$ cat src/rtl/voice_alloc.sv
// Polyphonic voice allocator: serial note-on/off requests scan the voice table one voice per cycle,
// then retrigger, assign, steal or release a voice and publish the active mask and per-voice notes.
`ifndef OSC_VOICES
`define OSC_VOICES 8
`endif

module voice_alloc #(
  parameter  int VOICES = `OSC_VOICES,
  parameter  int NOTE_W = 7,
  localparam int IDX_W  = $clog2(VOICES)
) (
  input  logic                     clk_i,
  input  logic                     rst_i,
  input  logic                     req_valid_i,
  output logic                     req_ready_o,
  input  logic                     req_on_i,
  input  logic [NOTE_W-1:0]        req_note_i,
  output logic                     rsp_valid_o,
  output logic                     rsp_ok_o,
  output logic [IDX_W-1:0]         rsp_voice_o,
  output logic [VOICES-1:0]        voice_active_o,
  output logic [VOICES*NOTE_W-1:0] voice_note_o,
  output logic [VOICES-1:0]        voice_trig_o
);

  typedef enum logic [1:0] {
    IDLE   = 2'd0,
    SCAN   = 2'd1,
    COMMIT = 2'd2
  } state_t;

  state_t r_state;
  state_t w_state_next;

  logic [VOICES-1:0] r_active;
  logic [NOTE_W-1:0] r_note [VOICES];
  logic [VOICES-1:0] r_trig;
  logic [IDX_W-1:0]  r_steal;

  logic              r_req_on;
  logic [NOTE_W-1:0] r_req_note;
  logic [IDX_W-1:0]  r_idx;
  logic              r_match_found;
  logic [IDX_W-1:0]  r_match_idx;
  logic              r_free_found;
  logic [IDX_W-1:0]  r_free_idx;

  logic              w_accept;
  logic              w_last;
  logic [IDX_W-1:0]  w_voice;
  logic              w_ok;

  assign req_ready_o = (r_state == IDLE) && !rst_i;
  assign w_accept    = req_valid_i && req_ready_o;
  assign w_last      = (r_idx == IDX_W'(VOICES - 1));

  always_ff @(posedge clk_i) begin
    if (rst_i) begin
      r_state <= IDLE;
    end else begin
      r_state <= w_state_next;
    end
  end

  always_comb begin
    w_state_next = r_state;
    case (r_state)
      IDLE:    if (w_accept) w_state_next = SCAN;
      SCAN:    if (w_last) w_state_next = COMMIT;
      COMMIT:  w_state_next = IDLE;
      default: w_state_next = IDLE;
    endcase
  end

  // Resolution priority: matching voice, then lowest free voice, then the steal pointer.
  always_comb begin
    w_voice = '0;
    w_ok    = 1'b0;
    if (r_req_on) begin
      w_ok = 1'b1;
      if (r_match_found)     w_voice = r_match_idx;
      else if (r_free_found) w_voice = r_free_idx;
      else                   w_voice = r_steal;
    end else if (r_match_found) begin
      w_ok    = 1'b1;
      w_voice = r_match_idx;
    end
  end

  assign rsp_valid_o = (r_state == COMMIT);
  assign rsp_ok_o    = rsp_valid_o && w_ok;
  assign rsp_voice_o = rsp_valid_o ? w_voice : '0;

  always_ff @(posedge clk_i) begin
    if (rst_i) begin
      r_active      <= '0;
      r_trig        <= '0;
      r_steal       <= '0;
      r_req_on      <= 1'b0;
      r_req_note    <= '0;
      r_idx         <= '0;
      r_match_found <= 1'b0;
      r_match_idx   <= '0;
      r_free_found  <= 1'b0;
      r_free_idx    <= '0;
      for (int k = 0; k < VOICES; k++) r_note[k] <= '0;
    end else begin
      r_trig <= '0;
      case (r_state)
        IDLE: begin
          if (w_accept) begin
            r_req_on      <= req_on_i;
            r_req_note    <= req_note_i;
            r_idx         <= '0;
            r_match_found <= 1'b0;
            r_match_idx   <= '0;
            r_free_found  <= 1'b0;
            r_free_idx    <= '0;
          end
        end
        SCAN: begin
          if (!r_match_found && r_active[r_idx] && (r_note[r_idx] == r_req_note)) begin
            r_match_found <= 1'b1;
            r_match_idx   <= r_idx;
          end
          if (!r_free_found && !r_active[r_idx]) begin
            r_free_found <= 1'b1;
            r_free_idx   <= r_idx;
          end
          r_idx <= w_last ? '0 : r_idx + 1'b1;
        end
        COMMIT: begin
          if (r_req_on) begin
            r_trig[w_voice] <= 1'b1;
            if (!r_match_found) begin
              r_note[w_voice] <= r_req_note;
              if (r_free_found) begin
                r_active[w_voice] <= 1'b1;
              end else begin
                r_steal <= (r_steal == IDX_W'(VOICES - 1)) ? '0 : r_steal + 1'b1;
              end
            end
          end else if (r_match_found) begin
            r_active[r_match_idx] <= 1'b0;
          end
        end
        default: ;
      endcase
    end
  end

  assign voice_active_o = r_active;
  assign voice_trig_o   = r_trig;

  for (genvar gi = 0; gi < VOICES; gi++) begin : g_note_out
    assign voice_note_o[gi*NOTE_W +: NOTE_W] = r_note[gi];
  end

endmodule
$ cat config.mk
export PLATFORM = sky130hd
export DESIGN_NAME = voice_alloc
export DESIGN_NICKNAME = d
export VERILOG_FILES = /design/src/rtl/voice_alloc.sv
export SDC_FILE = /design/constraint.sdc
export NUM_CORES = 1
export LEC_CHECK = 0
export ABC_AREA = 1
export BUFFER_PORTS_ARGS = -buffer_cell sky130_fd_sc_hd__buf_4
export CELL_PAD_IN_SITES_DETAIL_PLACEMENT = 1
export CELL_PAD_IN_SITES_GLOBAL_PLACEMENT = 2
export CORE_UTILIZATION = 32
export DETAILED_ROUTE_END_ITERATION = 6
export GPL_ROUTABILITY_DRIVEN = 1
export GPL_TIMING_DRIVEN = 1
export PLACE_DENSITY_LB_ADDON = 0.1
export SYNTH_ARGS = -nofsm -noshare
export SYNTH_HDL_FRONTEND = slang
export SYNTH_SLANG_ARGS = --single-unit
export TNS_END_PERCENT = 100
$ cat constraint.sdc
create_clock -name clk_i -period 2.08 [get_ports clk_i]
set_input_delay 0 -clock clk_i [delete_from_list [all_inputs] [get_ports clk_i]]
set_output_delay 0 -clock clk_i [all_outputs]
set_load 0.02 [all_outputs]
==> impl_metrics.tcl, run 1 <==
set metrics [dict create \
    status "complete, no violations" \
    h-tree-depth 3 \
    yosys_warnings 0 \
    clock_skew_ns 0.00461 \
    ant_nets 0 \
    drive_gt1_frac 0.253 \
    diodes 0 \
    peakVddDrop_uv 345 \
    setup_viol 0 \
    antenna_found_initial 0 \
    cp-start-kind "register" \
    grt_pass1_wl_um 24900 \
    multi_input_area_um2 1800 \
    ios 89 \
    critPathCaptureType "register" \
    cts_max_path_buffers 2 \
    nNetsFinal 714 \
    drv_cap 0 \
    syn2layout_area_growth_pct 30.5 \
    detail_route.iter0.violations 197 \
    max_stage_delay_ns 0.38 \
    dp_hpwl_um 12400 \
    die_w_um 123 \
    timing.final.crit_period_ns 1.90 \
    timing.final.crit_share 0.913 \
    powerDensity_nw_per_um2 731 \
    grt_use_met1 0.282 \
    ys_ff_latch 99 \
    vias 4268 \
    critPathRequiredTime_ns 2.13 \
    drt_pass1_iterations 5 \
    crit_top_cell "nand2_1" \
    met2_usage 0.400 \
    whs_ns 0.00483 \
    clk_pin_slew_worst_paths_ns 0.07 \
    async_flop_share 0 \
    fmax_mhz 527 \
    clock_latency_ns 0.35 \
    worstMarginPinSlew_ns 0.515 \
    cts_tree "done" \
    seqCellArea_um2 2550 \
    cts.sinks 99 \
    worstPathArrival_ns 1.95 \
    fillers 1751 \
    synth_edf_count 56 \
    cp_slowest_cell "dfxtp_4" \
    drc 0 \
    std_cell_rows 44 \
    hold_viol_final 0 \
    hold_class "input pin to register" \
    maxSlewHeadroom 0.654 \
    path_class "register to register" \
    crit_fanout 7 \
    grt_setup_unrepaired "no" \
    cts_root_buf "clkbuf_16" \
    synth.cell_area_um2 4720 \
    netlist_instances 578 \
    gp_congestion 0.841 \
    cts_setup_buffers 0 \
    yosysSeqAreaShare 0.539 \
    synth_nets 593 \
    yosys_most_used_dff "edfxtp_1" \
    cts_made_buffers 9 \
    overflow 0 \
    core_um2 14500 \
    maxSlewViolCount 0 \
    initial_core_util 0.326 \
    port_buffers 88 \
    grt_usage 0.225 \
    grt_busiest_layer "met2" \
    setup_tns_ns 0 \
    routed_via_density 4.81 \
    die_y_um 123 \
    yosysUniqueCellTypes 31 \
    die-area_um2 15200 \
    post_drt_wl_per_cell_um 18.2 \
    routed_wirelength_um 16200 \
    p_leak_nw 2.64 \
    syn_area_per_cell_um2 8.17 \
    met3_usage 0.0235 \
    layout_commonest_cell "nand2_1" \
    grt_pass1_vias 4450 \
    layout_common_cells "nand2_1, buf_4, nor2_1" \
    crit_chain "inv_4 -> nand2_1 -> inv_2 -> nand2_1 -> nand2_1 -> nand2_1 -> nand2_2 -> nand2_2 -> nor2_1 -> nand2_1 -> nand2_4" \
    grt_max_degree 24 \
]
[path summary, 6_finish.rpt]
check	start	end	slack, ns	depth (start not counted)
min	req_note_i[5]	r_req_note[5]	0.005	3
min reg2reg	voice_active_o[3]	voice_active_o[3]	0.50	2
max	r_match_found	r_note[6][6]	0.18	11
max reg2reg	r_match_found	r_note[6][6]	0.18	11
[cell families after synthesis]
logic type               after synthesis  synth area share
adder cells (fa/ha/maj)                4            0.0106
AO/OA/AOI/OAI                         61            0.0726
flip-flops                            99             0.539
AND/OR/NAND/NOR                      316             0.286
buffers and inverters                 98            0.0920
[power breakdown]
group	switching (mW)	internal, mW
registers	0.0674	2.14
logic	0.418	0.222
clock network	0.761	0.902
[stage by stage]
step	area [µm²]	total power [mW]	utilization	std cells	setup slack, ns
2_1_floorplan	4720	2.62	-	578	0.245
3_3_place_gp	5720	2.85	0.395	864	-0.164
3_5_place_dp	5720	2.87	0.395	864	-0.162
4_1_cts	6100	4.54	0.421	888	0.0420
5_1_grt	6160	4.69	0.426	888	0.00294
6_report	6160	4.51	0.426	888	0.182
[layer usage]
| metal | share of wire | wire length [µm] |
|---|---|---|
| met1 | 0.44 | 7140 |
| met2 | 0.51 | 8170 |
| met3 | 0.034 | 554 |
| met4 | 0.018 | 293 |
| met5 | 0 | 0 |
[synthesized netlist by cell type (3+ instances only)]
master / number / area share
a211oi_1: 4 / 0.0064
a21oi_1: 25 / 0.027
buf_2: 3 / 0.0032
buf_6: 7 / 0.017
clkbuf_1: 4 / 0.0032
clkinv_1: 8 / 0.0064
dfxtp_1: 43 / 0.18
edfxtp_1: 56 / 0.36
ha_1: 4 / 0.011
inv_1: 64 / 0.051
inv_2: 8 / 0.0064
nand2_1: 141 / 0.11
nand2_2: 9 / 0.012
nand3_1: 48 / 0.051
nand4_1: 4 / 0.0053
nor2_1: 93 / 0.074
nor2_2: 7 / 0.0093
nor3_1: 6 / 0.0064
nor4_1: 3 / 0.0040
o21ai_0: 21 / 0.022
o21ai_1: 5 / 0.0053
[worst max-delay path: cells and delay by family, from the launching register on]
family        cells  cell delay, ns
flops             1            0.38
buf+inv           2            0.16
simple gates      9            1.07
[final cells by class]
class                      instances  area share
timing repair buffer             126       0.159
inverter                          82      0.0512
clock inverter                     3     0.00345
sequential                        99       0.414
tap                              184      0.0374
clock buffer                      13      0.0430
multi-input combinational        381       0.292
[registers in the layout, indices dropped and copies added, names as in the netlist, 2 cells and up, named ones only]
register        cells
r_state             2
r_idx               3
r_free_idx          3
r_steal             3
r_note             56
r_match_idx         3
r_req_note          7
voice_trig_o        8
voice_active_o      8
[repair_timing]
| action | CTS | global route |
|---|---|---|
| resized for setup | 6 | 20 |
| hold buffers | 8 | 0 |
| hold endpoints to repair | 17 | 0 |
| endpoints found under the setup margin | 42 | 56 |
Power figures use the tool's default switching activity.
==> run 2, diff against run 1 <==
--- a/config.mk
+++ b/config.mk
@@ -13,7 +13,7 @@
 export DETAILED_ROUTE_END_ITERATION = 6
 export GPL_ROUTABILITY_DRIVEN = 1
 export GPL_TIMING_DRIVEN = 1
-export PLACE_DENSITY_LB_ADDON = 0.1
+export PLACE_DENSITY = 0.86
 export SYNTH_ARGS = -nofsm -noshare
 export SYNTH_HDL_FRONTEND = slang
 export SYNTH_SLANG_ARGS = --single-unit
==> run 2 against run 1 <==
Hold slack better by 0.033 ns. Cell count down 0.68%. Critical path type unchanged. Maximum frequency down 0.10%. Clock power about the same. Highest routed layer unchanged. Largest cell class unchanged. Clock skew up 0.0069 ns. Global-route usage down 1.2 points. Final area down 0.28%. Die area unchanged. Wire length down 6.1%.
==> impl_metrics.tcl, run 2 (synthesis results as in run 1) <==
set metrics [dict create \
    status "complete, no violations" \
    nNetsFinal 708 \
    grt_pass1_wl_um 23900 \
    critPathRequiredTime_ns 2.14 \
    worstPathArrival_ns 1.96 \
    clk_pin_slew_worst_paths_ns 0.07 \
    instances_no_fill 882 \
    detail_route.iter0.violations 216 \
    p_leak_nw 2.63 \
    pre_cts_ws_ns -0.102 \
    grt_usage 0.213 \
    syn2layout_area_growth_pct 30.2 \
    worstMarginPinSlew_ns 0.426 \
    maxSlewViolCount 0 \
    setup_viol 0 \
    layout_commonest_cell "nand2_1" \
    clock_skew_ns 0.0115 \
    drive_gt1_frac 0.244 \
    grt_setup_unrepaired "no" \
    regMostFlops "r_note" \
    port_buffers 88 \
    largest_register_ff_count 56 \
    std_cell_rows 44 \
    grt_pass1_vias 4517 \
    path_class "register to register" \
    peakVddDrop_uv 337 \
    total_power_mw 4.49 \
    cts_tree "done" \
    timing.final.crit_period_ns 1.90 \
    core_um2 14500 \
    clock_latency_ns 0.36 \
    clkPwrFrac 0.369 \
    finalWorstSetupSlack_ns 0.180 \
    gp_congestion 0.865 \
    drc 0 \
    fmax_mhz 526 \
    comb_power_share 0.139 \
    ant_nets 0 \
    hold_viol_final 0 \
    met2_usage 0.377 \
    maxSlewHeadroom 0.716 \
    drv_cap 0 \
    die_y_um 123 \
    switching_share 0.271 \
    place_inst 858 \
    cts_max_path_buffers 2 \
    multi_input_area_um2 1810 \
    cts_made_buffers 9 \
    hold_class "input pin to register" \
    timing.final.crit_share 0.914 \
    diodes 0 \
    grt_busiest_layer "met2" \
    routed_wirelength_um 15200 \
    cts.sinks 99 \
    cp-start-kind "register" \
    cts_setup_buffers 0 \
    initial_core_util 0.326 \
    vias 4247 \
    post_drt_wl_per_cell_um 17.2 \
    critPathCaptureType "register" \
    stdcell_area_um2 6140 \
    powerDensity_nw_per_um2 730 \
    grt_max_degree 24 \
    layout_common_cells "nand2_1, buf_4, nor2_1" \
    fillers 1729 \
    met3_usage 0.0314 \
    ios 89 \
    die-area_um2 15200 \
    cts_root_buf "clkbuf_16" \
    h-tree-depth 3 \
    overflow 0 \
    p_sw_mw 1.22 \
    dpl-instance-area_um2 5700 \
    post-route-util 0.424 \
    dp_hpwl_um 11800 \
    seqCellArea_um2 2550 \
    drt_pass1_iterations 4 \
    seq_power_share 0.492 \
    intPower_mw 3.27 \
    antenna_found_initial 0 \
    die_w_um 123 \
    crit_fanout 10 \
    routed_via_density 4.82 \
    grt_use_met1 0.256 \
]
[run 2: final timing paths]
path                               startpoint            end  slack (ns)  cells after the start
worst max-delay path            r_match_found   r_note[0][6]        0.18                     12
worst min-delay path            req_note_i[2]  r_req_note[2]        0.04                      3
worst max register to register  r_match_found   r_note[0][6]        0.18                     12
worst min register to register   r_free_found   r_free_found        0.50                      2
[run 2: what timing repair did]
action,4_1_cts,5_1_grt
endpoints found under the setup margin,42,70
endpoints found under the hold margin,17,0
pin swaps,0,0
hold buffers,8,0
gates resized for setup,7,17
[run 2: final cells by class]
cell class              count  area share
well taps                 184      0.0375
clock buffers              13      0.0440
flip-flops and latches     99       0.415
repair buffers            120       0.155
multi-input cells         381       0.294
clock inverters             3     0.00326
inverters                  82      0.0513
[run 2: per-layer routing]
layer  vias up  part of all wire
met5         -                 0
met4         0             0.023
met3        19             0.044
met2        96              0.51
met1      2040              0.42
li1       2092                 -
[run 2: power groups by stage]
stage               sequential, mW  combinational [mW]  clock [mW]
finish                        2.21               0.626        1.65
CTS                           2.20               0.627        1.68
floorplan                     2.27               0.354           0
global route                  2.21               0.698        1.75
detailed placement            2.25               0.608           0
global placement              2.25               0.592           0
[run 2: stage by stage]
stage	setup TNS, ns	hold slack [ns]
CTS	0	0.0470
detailed placement	-1.98	0.223
floorplan	0	0.113
global route	0	0.0695
global placement	-1.07	0.199
finish	0	0.0380
[run 2: worst max-delay path, cell delays in order, from the launching register on]
cell and delay [ns]:
dfxtp_2 0.40, inv_4 0.06, nand2_1 0.07, inv_2 0.06, nand2_1 0.05, o21ai_1 0.07
nand2_1 0.10, nand2_4 0.11, inv_2 0.13, nand2_1 0.12, nor2_2 0.17, nand2_4 0.12
nand2_4 0.13
